### src/rtl/reg_cmd_driver.sv
// Command-driven sequencer for an external N-bit function register: issues enable
// pulses, then samples the register value. `define REG_CMD_DRIVER_SHADOW_EN adds a shadow checker.
module reg_cmd_driver #(
   parameter int N = 4
) (
   input  logic         clk,
   input  logic         rst,
   input  logic         cmd_valid,
   output logic         cmd_ready,
   input  logic [1:0]   cmd_op,
   input  logic [N-1:0] cmd_data,
   input  logic [3:0]   cmd_count,
   output logic [1:0]   FunSel,
   output logic [N-1:0] data_in,
   output logic         enable,
   input  logic [N-1:0] data_out,
   output logic         rsp_valid,
   input  logic         rsp_ready,
   output logic [N-1:0] rsp_data
`ifdef REG_CMD_DRIVER_SHADOW_EN
   ,
   output logic         mismatch
`endif
);

   typedef enum logic [1:0] {
      IDLE   = 2'd0,
      ISSUE  = 2'd1,
      SETTLE = 2'd2,
      RESP   = 2'd3
   } state_t;

   state_t     r_state;
   logic [3:0] r_left;
   logic       w_idle;

   assign w_idle    = (r_state == IDLE);
   // Gated by rst so no command can be seen as accepted during a reset cycle.
   assign cmd_ready = w_idle && !rst;

   always_ff @(posedge clk) begin
      if (rst) begin
         r_state   <= IDLE;
         r_left    <= '0;
         FunSel    <= '0;
         data_in   <= '0;
         enable    <= 1'b0;
         rsp_valid <= 1'b0;
         rsp_data  <= '0;
      end else begin
         case (r_state)
            IDLE: begin
               if (cmd_valid) begin
                  r_left <= cmd_count;
                  if (cmd_count != 4'd0) begin
                     FunSel  <= cmd_op;
                     data_in <= cmd_data;
                     enable  <= 1'b1;
                     r_state <= ISSUE;
                  end else begin
                     r_state <= SETTLE;
                  end
               end
            end
            ISSUE: begin
               // r_left counts down to 1 rather than 0, so a count of 15 never wraps.
               if (r_left == 4'd1) begin
                  enable  <= 1'b0;
                  r_state <= SETTLE;
               end else begin
                  r_left <= r_left - 4'd1;
               end
            end
            SETTLE: begin
               rsp_data  <= data_out;
               rsp_valid <= 1'b1;
               r_state   <= RESP;
            end
            RESP: begin
               if (rsp_ready) begin
                  rsp_valid <= 1'b0;
                  r_state   <= IDLE;
               end
            end
            default: r_state <= IDLE;
         endcase
      end
   end

`ifdef REG_CMD_DRIVER_SHADOW_EN
   logic [N-1:0] r_shadow;
   logic         r_shadow_known;

   function automatic logic [N-1:0] f_shadow_next(input logic [1:0]   op,
                                                  input logic [N-1:0] cur,
                                                  input logic [N-1:0] ld);
      logic [N-1:0] w_nxt;
      case (op)
         2'b00:   w_nxt = cur - N'(1);
         2'b01:   w_nxt = cur + N'(1);
         2'b10:   w_nxt = ld;
         default: w_nxt = '0;
      endcase
      return w_nxt;
   endfunction

   always_ff @(posedge clk) begin
      if (rst) begin
         r_shadow       <= '0;
         r_shadow_known <= 1'b0;
         mismatch       <= 1'b0;
      end else begin
         if (enable) begin
            r_shadow <= f_shadow_next(FunSel, r_shadow, data_in);
            // Load and clear pin the register to a known value; inc/dec only track it.
            if (FunSel[1]) begin
               r_shadow_known <= 1'b1;
            end
         end
         if (r_state == SETTLE) begin
            mismatch <= r_shadow_known && (data_out != r_shadow);
         end else if (w_idle || (r_state == RESP && rsp_ready)) begin
            mismatch <= 1'b0;
         end
      end
   end
`endif

endmodule

### config.mk
export PLATFORM = sky130hd
export DESIGN_NAME = reg_cmd_driver
export DESIGN_NICKNAME = d
export VERILOG_FILES = /design/src/rtl/reg_cmd_driver.sv
export SDC_FILE = /design/constraint.sdc
export NUM_CORES = 1
export LEC_CHECK = 0
export BUFFER_PORTS_ARGS = -buffer_cell sky130_fd_sc_hd__buf_2
export CAP_MARGIN = 40
export CORE_ASPECT_RATIO = 0.75
export CORE_UTILIZATION = 35
export DETAILED_ROUTE_END_ITERATION = 10
export GPL_ROUTABILITY_DRIVEN = 0
export HOLD_SLACK_MARGIN = 0.03
export SYNTH_ARGS = -nofsm -noshare
export SYNTH_HDL_FRONTEND = slang
export SYNTH_SLANG_ARGS = --single-unit
### constraint.sdc
create_clock -name clk -period 1.55 [get_ports clk]
set_input_delay 0.465 -clock clk [delete_from_list [all_inputs] [get_ports clk]]
set_output_delay 0.465 -clock clk [all_outputs]
set_load 0.05 [all_outputs]
Yosys cells after proc, flatten, opt, wreduce, memory -nomap -nowiden
Cells that the tools add are included.

storage, ports and cells
  output and inout port bits = 13
  logic and storage cells = 42
  bits in registers = 18
  input bits = 18

operators by class
  multiplexer cells = 14
  add/subtract/negate cells = 1
  equal/unequal tests = 9
  reductions and logical operators = 11

operators by type and width
  kind                                                    count
  AND reduction 3 bit                                     3
  two-way mux 2 bit                                       4
  two-way mux 4 bit                                       2
  inequality test 2 bit (second input constant)           4
  one-hot mux 2 bit (4 select lines)                      1
  one-hot mux 4 bit (2 select lines)                      1
  equality test 2 bit (second input constant)             2
  equality test 4 x 1 -> 1 bit (second input constant)    1
  two-way mux 1 bit                                       4
  one-hot mux 1 bit (2 select lines)                      2
  AND reduction 4 bit                                     1
  nonzero test 2 bit                                      2
  nonzero test 4 bit                                      1
  subtractor 4 x 1 -> 4 bit (second input constant)       1
  equality test 2 x 1 -> 1 bit (second input constant)    1
  zero test 2 bit                                         1
  inequality test 2 x 1 -> 1 bit (second input constant)  1
  AND reduction 2 bit                                     1
  logical AND 1 bit                                       1
  zero test 1 bit                                         1

Logic depth before layout (Yosys ltp)
  word-level depth = 4
  depth in mapped cells = 6
  mapped depth without buffers = 5

Worst setup path before layout
Ideal clock, no wire load.

  kind = register to output
  start = register r_state[1]
  end = output port cmd_ready
  path buffers = 0
  arrival time = 1.401 ns
  data required time = 1.085 ns
  path slack = -0.316 ns
  cell stages (with the launch flop) = 4
  cell sequence = dfxtp_1 inv_1 ha_1 nor2b_1

on the way
  longest elaborated chain between the ends = 2

RTL lines
  element                   line  RTL
  start: declaration        33    state_t r_state;
  start signal: assignment  43    r_state <= IDLE;
  start signal: assignment  59    r_state <= ISSUE;
  start signal: assignment  61    r_state <= SETTLE;
  zero test 2 bit           37    assign w_idle = (r_state == IDLE);
  logical AND 1 bit         39    assign cmd_ready = w_idle && !rst;
  end: declaration          9     output logic cmd_ready,

Every way passes these cells.

Worst setup path after layout
  start = register r_state[0]
  end = output port cmd_ready

Same word-level chain as after synthesis.

==> impl_metrics.py <==
metrics = {
    "timing": {
        "hold_slack_ps": 454,
        "fin_worst_skew_ps": 3.25,
        "setup_violations": 2,
        "period_minus_slack_ps": 1600,
        "finalWorstSetupSlack_ps": -51.0,
        "fin_crit_sh_pct": 103,
        "hold_viol": 0,
        "max-slew-margin-rel_pct": 74.6,
        "worstMarginPinSlew_ps": 373,
        "final_max_slew_viol_count": 0,
        "fmax_ghz": 0.625,
        "rsz0062_at_grt": "yes",
    },
    "power_and_ir_drop": {
        "clkPwrFrac_pct": 12.5,
        "power_frac_comb_pct": 61.7,
        "p_total_uw": 2620,
        "power.switching_uw": 1140,
        "cellInternalPower_uw": 1480,
        "p_per_area_nw_per_um2": 1880,
        "cellLeakagePower_uw": 0.000619,
        "ir_drop_mv": 0.737,
        "seqPwrFrac_pct": 25.8,
        "p_sw_share_pct": 43.6,
    },
    "clock_network": {
        "clock_sinks": 18,
        "h-tree-depth": 1,
        "cts-root-buf": "clkbuf_8",
        "clockBufferDepth": 2,
        "clock_latency_ps": 250,
        "tritoncts": "built",
        "holdBufCountCts": 0,
        "numCtsBuffers": 3,
        "clkSlewWorstSetupHoldPaths_ps": 70,
    },
    "floorplan": {
        "die_area_um2": 3060,
        "io-pin-count": 31,
        "die_x_um": 63.6,
        "std_cell_rows": 16,
        "die_h_um": 48.2,
        "start_util_pct": 37.6,
        "core_area_um2": 2640,
    },
    "drt": {
        "antenna_left": 0,
        "drt-met1-wl_um": 1250,
        "firstDrtPassIters": 4,
        "drc_errors": 0,
        "dr_wl_met3_um": 90,
        "met2WireLength_um": 1330,
        "avgRoutedWirePerCell_um": 14.1,
        "drt_iter0_markers": 14,
        "wirelength_um": 2670,
        "via_count": 959,
        "top_layer_used": "met3",
        "avgViaCountPerCell": 5.05,
    },
    "global_route": {
        "grt_pass1_wl_um": 4230,
        "antenna_found_initial": 0,
        "grt-ovfl-total": 0,
        "track_usage_pct": 18.3,
        "grt_pass1_vias": 882,
        "grt_max_degree": 10,
    },
    "placed_design": {
        "dp.cells": 184,
        "port-buffer-count": 30,
        "dp_hpwl_um": 1910,
    },
    "yosys": {
        "synth_top_area_share_pct": 36.2,
        "yosysTopAreaCell": "dfxtp_1",
        "ys_ff_latch": 18,
        "synthesis.nets": 135,
        "ys_seq_area_share_pct": 36.2,
        "synth-edff-count": 0,
        "synth_cells": 110,
        "synth_async_sr_flop_share_pct": 0,
        "ys.flop_type": "dfxtp_1",
        "synth.area.top_cells": "dfxtp_1 36%, ha_1 8.8%, mux2i_1 8.1%",
        "ys.warnings.count": 0,
        "ys_types": 31,
        "netlist_area_um2": 995,
        "syn_area_per_cell_um2": 9.04,
    },
    "setup_path": {
        "rr_worst_depth": 5,
        "endpoint_kind": "output pin",
        "crit_path_end": "cmd_ready",
        "crit_path_start_kind": "flip-flop",
        "critPathArrivalTime_ps": 1140,
        "critPathLaunch": "r_state[0]",
        "cp_max_fo": 4,
        "path_class": "flip-flop to output pin",
        "r2r_slack_ps": -30,
        "crit_required_ps": 1080,
        "timing.rr.end": "r_left[0]",
        "reg2reg_from": "r_state[0]",
    },
    "run": {
        "drv_cap": 0,
    },
    "finish": {
        "stdcell_count": 190,
        "nets": 181,
        "fillers": 264,
        "synthToLayoutAreaGrowth_pct": 40.0,
        "drive_gt1_share_pct": 43.5,
        "diodes": 0,
    },
    "run_status": {
        "violations": "negative setup slack",
        "run_status": "finished with violations",
    },
    "hold_path": {
        "hold_path_class": "primary input to flip-flop",
    },
}
[sequential cells by signal, summed over array words and instances, names as in the netlist]
register   cells
FunSel         2
data_in        4
enable         1
r_left         4
r_state        2
rsp_data       4
rsp_valid      1
[metal layers]
| metal | GRT usage, % | vias to the layer above |
|---|---|---|
| met5 | 0 | - |
| met4 | 4.09 | 0 |
| met3 | 3.27 | 0 |
| met2 | 32.1 | 15 |
| met1 | 24.3 | 460 |
| li1 | - | 484 |
[metrics by stage]
step                      util, %  cell area, um2  setup TNS, ps  worst slack [ps]
final                        52.7            1390          -80.6             -51.0
after detailed placement     48.0            1270           -626              -110
after global placement       48.0            1270           -261             -45.7
after floorplan                 -            1010              0             0.705
after global routing         52.7            1390           -143             -81.9
after CTS                    51.0            1350           -131             -56.2
[cells in the final DEF (no fill, tap or decap), drive strengths merged]
cell type / instances
a2111o: 1
a2111oi: 1
a211o: 1
a211oi: 1
a21oi: 11
a22oi: 1
and2: 1
and4bb: 1
buf: 47
clkbuf: 3
dfxtp: 18
ha: 7
inv: 6
mux2i: 8
nand2: 3
nand2b: 2
nand3: 6
nor2: 8
nor2b: 4
nor3: 2
nor3b: 1
nor4: 1
o2111ai: 1
o211a: 1
o21ai: 11
o311ai: 1
o31a: 1
o31ai: 1
or3: 1
or4: 2
xor2: 1
[power groups by stage]
| stage | combinational [uW] | clock [uW] | sequential (uW) |
|---|---|---|---|
| after floorplan | 710 | 0 | 926 |
| after global placement | 1350 | 0 | 669 |
| after detailed placement | 1380 | 0 | 670 |
| after CTS | 1490 | 333 | 660 |
| after global routing | 1730 | 352 | 689 |
| final | 1620 | 329 | 675 |
[worst min-delay path by stage]
stage                     slack, ps           to        start  cells after the start
after floorplan                 470   r_state[0]   r_state[0]                      2
after global placement          460    FunSel[1]    FunSel[1]                      2
after detailed placement        470   data_in[0]   data_in[0]                      2
after CTS                       460  rsp_data[0]  data_out[0]                      3
after global routing            480    FunSel[0]    cmd_op[0]                      3
final                           450  rsp_data[3]  data_out[3]                      3
[cells in the mapped netlist, types with 2 or more instances]
cell type / instances
a21oi_1: 11
buf_6: 2
clkbuf_1: 4
dfxtp_1: 18
ha_1: 7
inv_1: 6
mux2i_1: 8
nand2_1: 3
nand2b_1: 2
nand3_1: 6
nor2_1: 8
nor2b_1: 4
nor3_1: 2
o21ai_0: 11
or4_1: 2
[area by class of cell]
class	count	area [um2]	share of cell area, %
Clock buffer	3	41.3	2.96
Sequential cell	18	364	26.1
Tap cell	36	45.0	3.23
Timing Repair Buffer	47	292	20.9
Inverter	6	25.0	1.80
Multi-Input combinational cell	80	626	44.9
[kinds of logic after synthesis]
| kind of cell | after synthesis | synth area share, % |
|---|---|---|
| xor+xnor | 1 | 0.881 |
| simple gates | 32 | 19.4 |
| compound gates | 32 | 20.6 |
| mux | 8 | 8.05 |
| flops | 18 | 36.2 |
| fa+ha+maj | 7 | 8.80 |
| buf+inv | 12 | 6.04 |
[worst max-delay path, stage by stage (launching register included)]
cell and delay, ps:
dfxtp_2 330, inv_2 80, ha_4 170, nor2b_4 160
buf_8 150
[timing repair]
item,CTS,global route
cloned,0,0
resized for setup,7,12
endpoints found under the setup margin,5,5
endpoints found under the hold margin,0,0
pin swaps,1,4
buffers inserted,2,1
Power figures use the tool's default switching activity.
